<file path="src/rtl/bcd20_run_ctrl.sv">
// bcd20_run_ctrl: sequencing controller for the 0..20 BCD counter.
// Issues CLR/LOAD/DATA/ENP/ENT, prescales the count rate and stops on a
// programmable terminal value with a one-cycle DONE pulse.
// Build option: define BCD20_AUTO_RELOAD_EN to restart from zero on reaching
// the target (periodic mode) instead of stopping in HOLD.
`timescale 1ns/1ps

module bcd20_run_ctrl #(
  parameter int unsigned PRESCALE = 4,
  parameter int unsigned PS_W     = 8
) (
  input  logic       CLK,
  input  logic       CLR_N,
  input  logic       START,
  input  logic       STOP,
  input  logic       PRESET,
  input  logic [3:0] PRESET_VAL,
  input  logic [4:0] TARGET,
  input  logic [7:0] CNT_Q,
  output logic       CNT_LOAD,
  output logic       CNT_CLR,
  output logic [3:0] CNT_DATA,
  output logic       CNT_ENP,
  output logic       CNT_ENT,
  output logic       BUSY,
  output logic       DONE,
  output logic [2:0] STATE
);

  localparam int unsigned CNT_W   = 8;
  localparam int unsigned TGT_W   = 5;
  localparam int unsigned DATA_W  = 4;
  localparam logic [TGT_W-1:0] TGT_MAX = TGT_W'(20);
  localparam logic [PS_W-1:0]  PS_LAST = PS_W'(PRESCALE - 1);

  typedef enum logic [2:0] {
    S_INIT  = 3'd0,
    S_IDLE  = 3'd1,
    S_RUN   = 3'd2,
    S_PAUSE = 3'd3,
    S_HOLD  = 3'd4,
    S_LOAD  = 3'd5,
    S_CLEAR = 3'd6
  } state_e;

`ifdef BCD20_AUTO_RELOAD_EN
  localparam state_e S_AT_TARGET = S_CLEAR;
`else
  localparam state_e S_AT_TARGET = S_HOLD;
`endif

  state_e              state_q, state_d;
  logic [PS_W-1:0]     ps_q, ps_d;
  logic [DATA_W-1:0]   data_q, data_d;
  logic                done_q, done_d;
  logic                clr_q, clr_d;
  logic                load_q, load_d;
  logic                busy_q, busy_d;

  logic [TGT_W-1:0]    tgt_eff;
  logic                at_target;
  logic                tick;
  logic                start_cmd;

  // Clamp the terminal value and flag the prescaler wrap point.
  always_comb begin
    tgt_eff   = (TARGET > TGT_MAX) ? TGT_MAX : TARGET;
    at_target = (CNT_Q == CNT_W'(tgt_eff));
    tick      = (ps_q == PS_LAST);
    start_cmd = START & ~STOP;
  end

  // Count enables track the live counter value, so they stay combinational.
  assign CNT_ENP = (state_q == S_RUN) & tick & ~at_target;
  assign CNT_ENT = CNT_ENP;

  // Next-state, prescaler and registered-output decode.
  always_comb begin
    state_d = state_q;
    ps_d    = ps_q;
    data_d  = data_q;
    done_d  = 1'b0;

    if ((state_q != S_INIT) && PRESET) begin
      state_d = S_LOAD;
      data_d  = PRESET_VAL;
    end else begin
      unique case (state_q)
        S_INIT:  state_d = S_IDLE;
        S_IDLE:  if (start_cmd) state_d = S_RUN;
        S_RUN: begin
          if (STOP) begin
            state_d = S_PAUSE;
          end else if (at_target) begin
            state_d = S_AT_TARGET;
            done_d  = 1'b1;
          end
        end
        S_PAUSE: if (start_cmd) state_d = S_RUN;
        S_HOLD:  if (start_cmd) state_d = S_CLEAR;
        S_LOAD:  state_d = S_IDLE;
        S_CLEAR: state_d = S_RUN;
        default: state_d = S_INIT;
      endcase
    end

    // Prescaler runs only in RUN and restarts on every entry into RUN.
    if (state_q == S_RUN) begin
      ps_d = tick ? '0 : ps_q + 1'b1;
    end
    if ((state_d == S_RUN) && (state_q != S_RUN)) begin
      ps_d = '0;
    end

    clr_d  = (state_d == S_INIT) || (state_d == S_CLEAR);
    load_d = (state_d == S_LOAD);
`ifdef BCD20_AUTO_RELOAD_EN
    busy_d = (state_d == S_RUN) || (state_d == S_PAUSE) || (state_d == S_CLEAR);
`else
    busy_d = (state_d == S_RUN) || (state_d == S_PAUSE);
`endif
  end

  // State and output registers; reset clears the counter via CNT_CLR.
  always_ff @(posedge CLK or negedge CLR_N) begin
    if (!CLR_N) begin
      state_q <= S_INIT;
      ps_q    <= '0;
      data_q  <= '0;
      done_q  <= 1'b0;
      clr_q   <= 1'b1;
      load_q  <= 1'b0;
      busy_q  <= 1'b0;
    end else begin
      state_q <= state_d;
      ps_q    <= ps_d;
      data_q  <= data_d;
      done_q  <= done_d;
      clr_q   <= clr_d;
      load_q  <= load_d;
      busy_q  <= busy_d;
    end
  end

  assign CNT_CLR  = clr_q;
  assign CNT_LOAD = load_q;
  assign CNT_DATA = data_q;
  assign BUSY     = busy_q;
  assign DONE     = done_q;
  assign STATE    = state_q;

endmodule

</file>
<file path="config.mk">
export PLATFORM = sky130hd
export DESIGN_NAME = bcd20_run_ctrl
export DESIGN_NICKNAME = d
export VERILOG_FILES = /design/src/rtl/bcd20_run_ctrl.sv
export SDC_FILE = /design/constraint.sdc
export NUM_CORES = 1
export LEC_CHECK = 0
export BUFFER_PORTS_ARGS = -buffer_cell sky130_fd_sc_hd__buf_2
export CORE_AREA = 2 2 61 63
export DETAILED_ROUTE_END_ITERATION = 6
export DIE_AREA = 0 0 63 65
export PLACE_DENSITY = 0.52
export RECOVER_POWER = 50
export SLEW_MARGIN = 40
export SYNTH_ARGS = -nofsm -noshare
export SYNTH_HDL_FRONTEND = slang
export SYNTH_SLANG_ARGS = --single-unit
</file>
<file path="constraint.sdc">
create_clock -name CLK -period 3.05 [get_ports CLK]
set_input_delay 0.4575 -clock CLK [delete_from_list [all_inputs] [get_ports CLK]]
set_output_delay 0.4575 -clock CLK [all_outputs]
set_load 0.02 [all_outputs]
</file>
==> flow_summary_export.csv <==
group,metric,value,unit
outcome,status,"complete, no violations",
timing,tightest_slew,0.982,ns
placed_design,placed_area,1290,um^2
global_routing,grt_max_degree,20,
critical_path,cp_num_cells,4,
clock_tree,htree_levels,1,
final_layout,postLayoutCellArea,1310,um^2
critical_path,path_max_fanout,5,
floorplanning,die_w,63,um
floorplanning,ios,35,
final_layout,nNetsFinal,169,
logic_synthesis,synthTopCellsByCount,"dfrtp_1 (18), o21ai_0 (15), nor2_1 (8)",
clock_tree,cts_tree,"built",
logic_synthesis,yosys_warnings,0,
critical_path,r2r_cells,5,
global_routing,grt_overflow,0,
critical_path,slowest_delay,0.56,ns
timing,setup_viol,0,
routing,avgRoutedWirePerCell,12.1,um
floorplanning,start_util,0.311,
clock_tree,cts_sinks,19,
clock_tree,hold_buffers,0,
final_layout,multi_input_area,563,um^2
timing,finalWorstSetupSlack,0.439,ns
routing,finalWirelength,2340,um
logic_synthesis,avgSynthCellArea,9.81,um^2
pwr,powerDensity,405,nW/um^2
clock_tree,tritoncts.num_buffers,3,
timing,timing.fmax,383,MHz
timing,fin_tns_setup,0,ns
clock_tree,postCtsSetupBuffers,0,
final_layout,drive_above_1_share,0.317,
floorplanning,core,3500,um^2
hold_path,hold_path_class,"input port to async pin",
final_layout,final_core_util,0.374,
global_routing,grt_pass1_vias,916,
timing,rsz0062_at_grt,"false",
critical_path,crit_buf_inv,1,
final_layout,fill_cells,375,
clock_tree,cts_root_buf,"clkbuf_4",
critical_path,path_cells,"or4_4, or3_4, nor4_1, buf_2",
logic_synthesis,yosysUniqueCellTypes,40,
routing,dr.pass1.iters,4,
floorplanning,num_rows,22,
routing,drc_errors,0,
timing,finalCriticalPeriod,2.61,ns
placed_design,place_ws,0.751,ns
routing,vias,962,
logic_synthesis,seq_area_frac_synth,0.438,
timing,holdWs,0.288,ns
timing,finalCritPeriodShare,0.856,
logic_synthesis,synth_top_cell_by_area,"dfrtp_1",
timing,relSlewSlack,0.345,
critical_path,crit_family,"simple AND/OR/NAND/NOR gates",
logic_synthesis,synth_edf_count,0,
global_routing,track_usage,0.121,
critical_path,cp-end-kind,"output pin",
timing,finalHoldViolations,0,
logic_synthesis,synth_top_area_frac,0.414,
logic_synthesis,syn-cell-area,1090,um^2
logic_synthesis,synth_ff_type,"dfrtp_1",
placed_design,io_buffers,34,
routing,antenna_left,0,
logic_synthesis,syn-num-nets,134,
final_layout,seq_area,477,um^2
global_routing,grt_first_pass_wirelength,4020,um
routing,vias_per_cell,4.98,
clock_tree,clock_latency,0.29,ns
logic_synthesis,synth_cells,111,
final_layout,area_delta_synth_final,20.2,%
timing,maxSlewViolCount,0,
logic_synthesis,synthArstFlopShare,1.00,
clock_tree,clkTransAtPathRegs,0.10,ns
placed_design,dp_hpwl,1780,um
floorplanning,die_height,65,um
routing,drt-initial-drc-count,58,
placed_design,place.gp.congestion,0.826,
pwr,p_leak,0.588,nW
critical_path,crit_arrival,2.15,ns
timing,fin_worst_skew,0.00244,ns
critical_path,worst_path_max_delay_cell,"or4_4",
logic_synthesis,ys_seq_elements,19,
clock_tree,ctsResizeCount,0,
job,drv_cap,0,
critical_path,path_class,"flop to output pin",
final_layout,antenna_cells,0,
clock_tree,clock_path_buffers,2,
logic_synthesis,synth.most_common_cell,"dfrtp_1",
critical_path,startpoint_type,"flop",
critical_path,worstPathRequired,2.59,ns
floorplanning,dieArea,4100,um^2
logic_synthesis,ys_top_cells_by_area,"dfrtp_1 (41%), o21ai_0 (6.9%), mux2_2 (5.2%)",
pwr,ir_worst_vdd,273,uV
global_routing,antenna_found_initial,0,
[report_power, final]
part	internal (mW)	total, mW	switching [mW]
sequential	0.274	0.295	0.0214
clock	0.0488	0.124	0.0753
combinational	0.0492	0.110	0.0609
[per-stage QoR]
stage | cells | power (mW)
global placement | 189 | 0.411
floorplan | 111 | 0.369
finish | 193 | 0.530
detailed placement | 189 | 0.413
global route | 193 | 0.564
CTS | 193 | 0.540
[final cells by class]
type,count,share of cell area
tap,48,0.0459
timing repair buffer,34,0.124
clock inverter,1,0.00382
inverter,5,0.0143
clock buffer,3,0.0172
sequential,19,0.364
multi-input combinational,83,0.430
[flip-flops by register name, summed over array words and instances (netlist names)]
signal,flops
ps_q,8
CNT_DATA,4
STATE,3
BUSY,1
CNT_CLR,1
CNT_LOAD,1
DONE,1
[cells by family after synthesis]
| kind of cell | after synthesis | synth area share |
|---|---|---|
| and+or+nand+nor | 42 | 0.224 |
| buffers and inverters | 9 | 0.0448 |
| AOI/OAI and AO/OA | 31 | 0.197 |
| xor gates and xnor gates | 3 | 0.0241 |
| adders and majority gates | 1 | 0.0115 |
| DFF | 19 | 0.438 |
| muxes | 6 | 0.0609 |
[worst paths after layout]
kind / startpoint / endpoint / slack, ns
hold / removal: CLR_N / STATE[1]$_DFF_PN0_ / 0.29
setup reg to reg: ps_q[4]$_DFFE_PN0P_ / ps_q[4]$_DFFE_PN0P_ / 1.24
hold reg to reg: CNT_DATA[2]$_DFFE_PN0P_ / CNT_DATA[2]$_DFFE_PN0P_ / 0.51
max in group asynchronous: CLR_N / ps_q[7]$_DFFE_PN0P_ / 2.17
min in group CLK: PRESET_VAL[2] / CNT_DATA[2]$_DFFE_PN0P_ / 0.39
setup / recovery: ps_q[4]$_DFFE_PN0P_ / CNT_ENT / 0.44
[cells in the final DEF (no fill, tap or decap), types with 2 or more instances in the layout]
master / instances
nor3_1: 3
o22ai_1: 2
clkbuf_4: 3
nor4_1: 2
o21ai_0: 15
o31a_1: 2
or2b_2: 2
inv_1: 5
nand2b_1: 4
dfrtp_1: 18
xor2_1: 2
nor2_1: 8
and3_1: 5
o211ai_1: 2
nand2_1: 6
clkbuf_1: 6
buf_2: 28
mux2_2: 5
nand3_1: 6
[layer usage]
layer  wire [um]  global-route usage
met5           0                   0
met4          10              0.0250
met3         103              0.0347
met2        1140               0.205
met1        1090               0.154
No activity file was read; power rests on OpenSTA's default activity.
